**src/rtl/mdu_div_iter.sv**
```systemverilog
`default_nettype none
// ============================================================================
// Module   : mdu_div_iter
// Purpose  : Multi-cycle radix-2 restoring divider for RV64 M-extension
//            DIV/DIVU/REM/REMU and their W variants.
//            Divide-by-zero and signed overflow finish in one cycle. Other
//            ops run N shift/subtract steps (N = 64, or 32 for W), then one
//            sign-fix cycle.
// Ports    : clock, reset      - core clock, asynchronous active-high reset
//            flush             - synchronous kill of any in-flight op
//            in_valid/in_ready - issue-side handshake
//            is_signed/is_rem/is_word, src1 (dividend), src2 (divisor)
//            out_valid/out_ready, result - writeback-side handshake
// Revision : 1.0 - initial release
// ============================================================================
module mdu_div_iter #(
    parameter int XLEN = 64
) (
    input  logic            clock,
    input  logic            reset,
    input  logic            flush,
    input  logic            in_valid,
    output logic            in_ready,
    input  logic            is_signed,
    input  logic            is_rem,
    input  logic            is_word,
    input  logic [XLEN-1:0] src1,
    input  logic [XLEN-1:0] src2,
    output logic            out_valid,
    input  logic            out_ready,
    output logic [XLEN-1:0] result
);

    typedef enum logic [1:0] {
        S_IDLE = 2'd0,
        S_CALC = 2'd1,
        S_FIX  = 2'd2,
        S_DONE = 2'd3
    } state_t;

    state_t          state_q;
    logic [6:0]      cnt_q;
    logic [XLEN-1:0] rem_q;
    logic [XLEN-1:0] quo_q;
    logic [XLEN-1:0] dvs_q;
    logic            q_neg_q;
    logic            r_neg_q;
    logic            is_rem_q;
    logic            is_word_q;
    logic [XLEN-1:0] result_q;
    logic            out_valid_q;

    // Operand preparation (evaluated every cycle, used only on accept)
    logic [XLEN-1:0] a_ext, b_ext, mag_a, mag_b;
    logic            sign1, sign2, div_zero, ovf;
    logic [XLEN-1:0] spec_sel, spec_res_d;
    logic [XLEN-1:0] quo_init_d;
    logic [6:0]      cnt_init_d;

    always_comb begin
        if (is_word) begin
            a_ext = {{32{is_signed & src1[31]}}, src1[31:0]};
            b_ext = {{32{is_signed & src2[31]}}, src2[31:0]};
        end else begin
            a_ext = src1;
            b_ext = src2;
        end
        sign1 = is_signed & a_ext[XLEN-1];
        sign2 = is_signed & b_ext[XLEN-1];
        mag_a = sign1 ? (~a_ext + 64'd1) : a_ext;
        mag_b = sign2 ? (~b_ext + 64'd1) : b_ext;

        div_zero = (b_ext == '0);
        // After sign extension, the most negative W value is 0xFFFF_FFFF_8000_0000
        ovf = is_signed && (b_ext == '1) &&
              (is_word ? (a_ext == 64'hFFFF_FFFF_8000_0000)
                       : (a_ext == 64'h8000_0000_0000_0000));

        if (div_zero)
            spec_sel = is_rem ? a_ext : '1;
        else
            spec_sel = is_rem ? '0 : a_ext;
        spec_res_d = is_word ? {{32{spec_sel[31]}}, spec_sel[31:0]} : spec_sel;

        // W ops keep the 32-bit dividend in the top half of quo so that it
        // feeds the remainder after exactly 32 shifts.
        quo_init_d = is_word ? {mag_a[31:0], 32'd0} : mag_a;
        cnt_init_d = is_word ? 7'd32 : 7'd64;
    end

    // One restoring step: shift {rem, quo} left, trial-subtract divisor.
    // The shifted remainder can need 65 bits, so compare at that width.
    logic [XLEN:0]   shifted;
    logic            borrow;
    logic [XLEN-1:0] rem_d, quo_d;

    always_comb begin
        shifted = {rem_q, quo_q[XLEN-1]};
        borrow  = (shifted < {1'b0, dvs_q});
        rem_d   = borrow ? shifted[XLEN-1:0] : (shifted[XLEN-1:0] - dvs_q);
        quo_d   = {quo_q[XLEN-2:0], ~borrow};
    end

    // Sign fix-up and result selection
    logic [XLEN-1:0] fix_q_val, fix_r_val, fix_sel, fix_res_d;

    always_comb begin
        fix_q_val = q_neg_q ? (~quo_q + 64'd1) : quo_q;
        fix_r_val = r_neg_q ? (~rem_q + 64'd1) : rem_q;
        fix_sel   = is_rem_q ? fix_r_val : fix_q_val;
        fix_res_d = is_word_q ? {{32{fix_sel[31]}}, fix_sel[31:0]} : fix_sel;
    end

    always_ff @(posedge clock or posedge reset) begin
        if (reset) begin
            state_q     <= S_IDLE;
            cnt_q       <= 7'd0;
            rem_q       <= '0;
            quo_q       <= '0;
            dvs_q       <= '0;
            q_neg_q     <= 1'b0;
            r_neg_q     <= 1'b0;
            is_rem_q    <= 1'b0;
            is_word_q   <= 1'b0;
            result_q    <= '0;
            out_valid_q <= 1'b0;
        end else if (flush) begin
            state_q     <= S_IDLE;
            cnt_q       <= 7'd0;
            out_valid_q <= 1'b0;
        end else begin
            case (state_q)
                S_IDLE: begin
                    if (in_valid) begin
                        is_rem_q  <= is_rem;
                        is_word_q <= is_word;
                        q_neg_q   <= sign1 ^ sign2;
                        r_neg_q   <= sign1;
                        if (div_zero || ovf) begin
                            result_q    <= spec_res_d;
                            out_valid_q <= 1'b1;
                            state_q     <= S_DONE;
                        end else begin
                            rem_q   <= '0;
                            quo_q   <= quo_init_d;
                            dvs_q   <= mag_b;
                            cnt_q   <= cnt_init_d;
                            state_q <= S_CALC;
                        end
                    end
                end
                S_CALC: begin
                    rem_q <= rem_d;
                    quo_q <= quo_d;
                    cnt_q <= cnt_q - 7'd1;
                    if (cnt_q == 7'd1)
                        state_q <= S_FIX;
                end
                S_FIX: begin
                    result_q    <= fix_res_d;
                    out_valid_q <= 1'b1;
                    state_q     <= S_DONE;
                end
                S_DONE: begin
                    if (out_ready) begin
                        out_valid_q <= 1'b0;
                        state_q     <= S_IDLE;
                    end
                end
                default: state_q <= S_IDLE;
            endcase
        end
    end

    assign in_ready  = (state_q == S_IDLE);
    assign out_valid = out_valid_q;
    assign result    = result_q;

endmodule
`default_nettype wire

```
**config.mk**
```make
export PLATFORM = sky130hd
export DESIGN_NAME = mdu_div_iter
export DESIGN_NICKNAME = d
export VERILOG_FILES = /design/src/rtl/mdu_div_iter.sv
export SDC_FILE = /design/constraint.sdc
export NUM_CORES = 1
export LEC_CHECK = 0
export ABC_AREA = 1
export CAP_MARGIN = 20
export CORE_UTILIZATION = 25
export DETAILED_ROUTE_END_ITERATION = 6
export PLACE_DENSITY = 0.5
export SETUP_SLACK_MARGIN = 0.1
export SLEW_MARGIN = 20
export SYNTH_ARGS = -nofsm -noshare
export SYNTH_HDL_FRONTEND = slang
export SYNTH_SLANG_ARGS = --single-unit
```
**constraint.sdc**
```tcl
create_clock -name clock -period 12.5 [get_ports clock]
set_input_delay 2.5 -clock clock [delete_from_list [all_inputs] [get_ports clock]]
set_output_delay 2.5 -clock clock [all_outputs]
set_load 0.02 [all_outputs]
```
==> metrics.txt, run 1 <==
antenna violations before repair 6; root buffer cell clkbuf_16; synth unique cells a little over 40; number of remaining DRC errors 0; # diodes 0; power density over the cells roughly 190 nW/um^2; Fmax about 0.14 GHz; Worst Tran Pin Value ~1.1 ns; Mapped Area 30,000 um^2; RSZ-0062 raised after global routing false; most frequent cells in the layout nand2_1, inv_1, nor2_1; clock power share between 10% and 20%; clock buffer depth 3; largest net degree at the start of global routing roughly 110; critical-path maximum fanout between 70 and 80; drt via density 4.92; # IOs between 200 and 250; P_int slightly above 3 mW; first-pass GRT wire length about 220 mm; outcome completed; post_cts resized 0; Routed WL roughly 150 mm; starting density of the core between 20% and 30%; pre-CTS setup slack 4.72 ns; most common cell after layout, fill and taps aside nand2_1; total gr overflow 0; Critical Path RT about 13 ns; CTS Hold Bufs 0; DR vias around 36,000; All-Layer GR Usage approximately a quarter; Switching Share between 50 and 60%; Rows between 100 and 150; clock transition at the registers of the reported paths ~0.05 ns; Clock Skews 0.0626 ns; HP Class reg -> reg; Synth Net Count around 5,800; Relative slew margins roughly 28%; synth-to-layout area growth 16.0%; Worst setup EP type flip-flop; Syn Area/Cell about 5.4 um^2; GP Congestion 1.01; Setup-failing EPs final 0; share of cells above drive strength 1 between 2 and 2.5%; Synth Instances 5,542; crit-path cells clkdlybuf4s50_1, nand3_2, nand3_1, nor2_1, nand2_1, nor2_1, nand4_1, buf_4, nand3_2, nand2_2, buf_4, inv_2, nand3_1, nand2_1; flops & latches, synth between 200 and 300; Final ANT Viol Nets 0; WHS about 0.48 ns; leakage power roughly 18 nW; Initial DRC Count ~3,600; Final #Nets slightly below 6,000; post-route insts no fill 7,241; HPWL Detailed approximately 120 mm; die height around 350 um; Final Util roughly 29%; Arrival @ worst endpoint ~7.7 ns; first-pass detailed-route iteration total 7; Critical-path top delay cell nand3_2; CTS tree yes; Sw Pwr between 3 and 4 mW; register area share after synthesis between 20% and 30%; die area about 120,000 um^2; I/O Buffers around 200; Final period util around 57%; clock latency on the worst-skew pair ~0.61 ns; dpl cells approximately 7,000; Final min period 7.17 ns; Fin Setup TNS 0 ns; vias in the first global route about 33,000; Synth warnings 0; setup repair bufs after CTS 0; Placeable Area approximately 120,000 um^2; sequential share of power between 20% and 30%; # clock sinks 270; Setup CP Type in -> reg; CP max stage delay ~0.84 ns; max cap viols 0; CTS buffer count 40; Hold Vio Cnt, Final 0; H-Tree Level Count 2; DR WL/cell around 20 um; CP Launch Type input pin; width of the chip about 350 um; count of pins over their slew limit 0; worst vdd ir around 0.13 mV; Combinational Power Share approximately 60%; fin worst setup slack 5.33 ns
-- power by group through the flow --
stage | combinational [mW] | clock, mW | sequential [mW]
after global routing | 4.48 | 1.27 | 1.54
after detailed placement | 4.01 | 0 | 1.51
after global placement | 4.00 | 0 | 1.51
after floorplan | 2.50 | 0 | 1.47
final | 4.07 | 1.21 | 1.51
after CTS | 4.03 | 1.23 | 1.50
-- synthesized netlist by cell type (all sizes together) --
cell | n | area share, %
o21a | 5 | 0.12
and3 | 6 | 0.12
a21o | 1 | 0.025
inv | 772 | 9.6
o31ai | 8 | 0.20
buf | 75 | 1.3
fa | 1 | 0.067
o211ai | 29 | 0.72
dfrtp | 270 | 22
o21bai | 5 | 0.12
a31o | 1 | 0.029
o2111ai | 1 | 0.029
a22oi | 28 | 0.70
nor2 | 575 | 7.2
a21boi | 1 | 0.025
ha | 75 | 3.1
nor4 | 13 | 0.27
nand3 | 535 | 8.9
o21ai | 427 | 7.1
or2 | 6 | 0.12
xor2 | 65 | 1.9
and2 | 7 | 0.15
nand3b | 13 | 0.32
nor3 | 50 | 0.83
nand2 | 2135 | 27
clkbuf | 132 | 1.6
a31oi | 1 | 0.021
clkinv | 3 | 0.037
o22ai | 8 | 0.17
a21oi | 151 | 2.5
xnor2 | 46 | 1.3
nand4 | 97 | 2.0
-- metrics by stage --
stage | total power, mW | cell area [um^2]
final | 6.79 | 34900
after global placement | 5.52 | 33500
after global routing | 7.29 | 34900
after CTS | 6.77 | 34900
after detailed placement | 5.52 | 33500
after floorplan | 3.97 | 30000
-- cell families (layout without fill, tap and decap cells) --
family	after synthesis	in the layout	share of synthesized area (%)
AO/OA/AOI/OAI	666	666	11.8
XOR/XNOR	111	111	3.24
adder cells (fa/ha/maj)	76	76	3.19
buffers and inverters	982	1081	12.6
flip-flops	270	270	22.5
AND/OR/NAND/NOR	3437	3437	46.7
-- path summary, 6_finish.rpt --
| kind | depth (start not counted) | startpoint | to | slack (ns) |
|---|---|---|---|---|
| worst max-delay path | 14 | src2[31] | result[39] | 5.33 |
| min in group asynchronous | 2 | reset | result[10] | 2.39 |
| worst min-delay path | 2 | result[14] | result[14] | 0.48 |
| worst max register to register | 14 | rem_q[47] | rem_q[62] | 8.21 |
| max in group asynchronous | 4 | reset | dvs_q[16] | 7.85 |
| worst min register to register | 2 | result[14] | result[14] | 0.48 |
-- layout make-up --
| cell class | count | area (um^2) |
|---|---|---|
| clock buffer | 56 | 1160 |
| clock inverter | 16 | 211 |
| fill | 13750 | 83700 |
| inverter | 775 | 2920 |
| multi-input combinational | 4290 | 19600 |
| sequential | 270 | 6760 |
| tap | 1600 | 2000 |
| timing repair buffer | 234 | 2250 |
-- state kept, by name, indices dropped and copies added (netlist names) --
signal / cells
dvs_q: 64
quo_q: 64
rem_q: 64
result: 64
cnt_q: 7
state_q: 2
is_rem_q: 1
is_word_q: 1
out_valid: 1
q_neg_q: 1
r_neg_q: 1
-- per-layer routing --
metal  track usage (%)  vias up  routed length (um)
met4              8.17        4                5350
met2              38.3     1254               66700
met3              2.56      195                9030
met5                 0        -                  21
met1              32.1    16550               65500
li1                  -    17605                   -
-- critical path: cells and delay by family --
family | cells | cell delay (ns)
buf+inv | 4 | 2.60
simple gates | 10 | 2.46
Note: power is estimated with default switching activity, not from simulation.
==> run 2, diff against run 1 <==
==> constraint.sdc (replaced) <==
create_clock -name clock -period 6.7 [get_ports clock]
set_input_delay 1.34 -clock clock [delete_from_list [all_inputs] [get_ports clock]]
set_output_delay 1.34 -clock clock [all_outputs]
set_load 0.02 [all_outputs]
==> run 2 against run 1 <==
Against the previous run:
- worst hold slack better by 0.0056 ns
- first-iteration DRC count is 1.2% lower
- utilization is 0.27 points higher
- total power is 90% higher
- cell area is 0.92% higher
- sequential cell count stayed put
- combinational power is 86% higher
==> metrics.txt, run 2 (same netlist as run 1, synthesis figures left out) <==
Setup CP Type in -> reg; Clock Skews 0.0361 ns (-0.0265 ns); number of remaining DRC errors 0 (unchanged); first-pass detailed-route iteration total 6 (-1); HPWL Detailed 118 mm (-0.46%); Final period util approximately three quarters; dpl cells 7,181 (+0.17%); Worst setup EP type flip-flop; vias in the first global route 32,894 (-0.79%); hold wc startpoint result[12]; outcome completed; Worst Tran Pin Value 0.965 ns (-0.116 ns); root buffer cell clkbuf_16; Sw Pwr 6.88 mW (+86%); P_int 6.03 mW (+95%); power density over the cells 367 nW/um^2 (+88%); total gr overflow 0 (unchanged); clock buffer depth 3 (unchanged); die area 122,000 um^2 (unchanged); Rows 126 (unchanged); CTS Hold Bufs 0 (unchanged); sequential share of power 21.6% (-0.6 points); Critical R2R Launch rem_q[16]; post-route cell area 35,200 um^2 (+0.92%); clock power share 19.6% (+1.7 points); clock transition at the registers of the reported paths 0.06 ns (about the same); RSZ-0062 raised after global routing false; H-Tree Level Count 2 (unchanged); CTS tree yes; Initial DRC Count 3,583 (-1.2%); CP Launch Type input pin; Relative slew margins 35.7% (+8.2 points); Setup-failing EPs final 0 (unchanged); All-Layer GR Usage 23.3% (-0.18 points); most common cell after layout, fill and taps aside nand2_1; Critical Path RT 7.16 ns (-5.82 ns); Placeable Area 119,000 um^2 (unchanged); pre-CTS setup slack 1.09 ns (-3.63 ns); die height 349 um (unchanged); Final min period 5.14 ns; Combinational Power Share 58.7% (-1.2 points); clock latency on the worst-skew pair 0.59 ns (-0.02 ns); Hold Vio Cnt, Final 0 (unchanged); CTS buffer count 38 (-5.0%); I/O Buffers 201 (unchanged); dpl cell area 33,600 um^2 (+0.45%); count of pins over their slew limit 0 (unchanged); DR WL/cell 20.1 um (-0.50%); Arrival @ worst endpoint 5.61 ns (-2.04 ns); Routed WL 146 mm (-0.33%); drt via density 4.92 (+0.15%); GP Congestion 0.971 (-4.1%); critical-path maximum fanout 57 (-27%); fin worst setup slack 1.56 ns (-3.77 ns); Critical Path Start is_signed; Fmax between 0.15 and 0.2 GHz; # clock sinks 270 (unchanged); max cap viols 0 (unchanged); Switching Share 53.3% (-1.2 points); post_cts resized 0 (unchanged); Final #Nets 5,834 (+0.19%); share of cells above drive strength 1 2.62% (+0.30 points); leakage power 18.6 nW (+0.81%); first-pass GRT wire length 214 mm (-0.61%); starting density of the core 25.3% (unchanged); synth-to-layout area growth 17.1%; antenna violations before repair 9 (+3); post-route insts no fill 7,253 (+0.17%); largest net degree at the start of global routing 132 (+19%); Fin Setup TNS 0 ns (unchanged); worst vdd ir 0.286 mV (+130%); fillers 13,809 (+0.43%); DR vias 35,720 (+0.31%); width of the chip 349 um (unchanged); setup repair bufs after CTS 0 (unchanged); # IOs 202 (unchanged); most frequent cells in the layout nand2_1, inv_1, nor2_1; HP Class reg -> reg; Final ANT Viol Nets 0 (unchanged)
[run 2: cell type report]
cell class / instances / area [um^2] / share of cell area, %
Sequential cell: 270 / 6760 / 19.2
Inverter: 775 / 2910 / 8.28
Antenna cell: 2 / 5.00 / 0.0142
Clock inverter: 24 / 444 / 1.26
Timing Repair Buffer: 247 / 2430 / 6.91
Clock buffer: 45 / 1070 / 3.04
Tap cell: 1600 / 2000 / 5.69
Multi-Input combinational cell: 4290 / 19600 / 55.6
[run 2: routing by layer]
metal	global-route usage (%)	share of wire, %	up-vias
li1	-	-	17621
met1	32.2	45	16641
met2	37.2	44	1240
met3	2.54	6.4	218
met4	8.94	4.1	0
met5	0	0	-
[run 2: stage by stage]
step / hold WS (ns) / util (%) / total power, mW
global placement: 0.466 / 28.4 / 10.2
global route: 0.496 / 29.7 / 13.8
CTS: 0.487 / 29.7 / 12.8
floorplan: 0.449 / - / 7.41
finish: 0.481 / 29.7 / 12.9
detailed placement: 0.470 / 28.4 / 10.3
[run 2: worst paths after layout]
check	to	depth (start not counted)	slack, ns
setup / recovery	rem_q[27]	15	1.56
hold / removal	result[12]	2	0.48
setup reg to reg	rem_q[49]	16	2.82
hold reg to reg	result[12]	2	0.48
max in group asynchronous	dvs_q[12]	3	4.30
min in group asynchronous	result[9]	2	1.14
[run 2: power by group through the flow]
stage | clock [mW] | combinational [mW] | sequential, mW
global placement | 0 | 7.42 | 2.81
detailed placement | 0 | 7.45 | 2.80
finish | 2.53 | 7.58 | 2.79
global route | 2.62 | 8.35 | 2.86
CTS | 2.57 | 7.48 | 2.79
floorplan | 0 | 4.67 | 2.74
[run 2: worst max-delay path, cell delays in order]
cell and delay, ns:
clkdlybuf4s50_1 0.75, nand3_2 0.36, buf_4 0.37, nand2_1 0.20, nand2_1 0.07, nor2_1 0.19
nand2_1 0.11, nor2_1 0.34, nand4_1 0.37, nand2_1 0.27, nand2_1 0.12, nand2_4 0.47
buf_4 0.37, nand2_1 0.10, o21ai_0 0.09
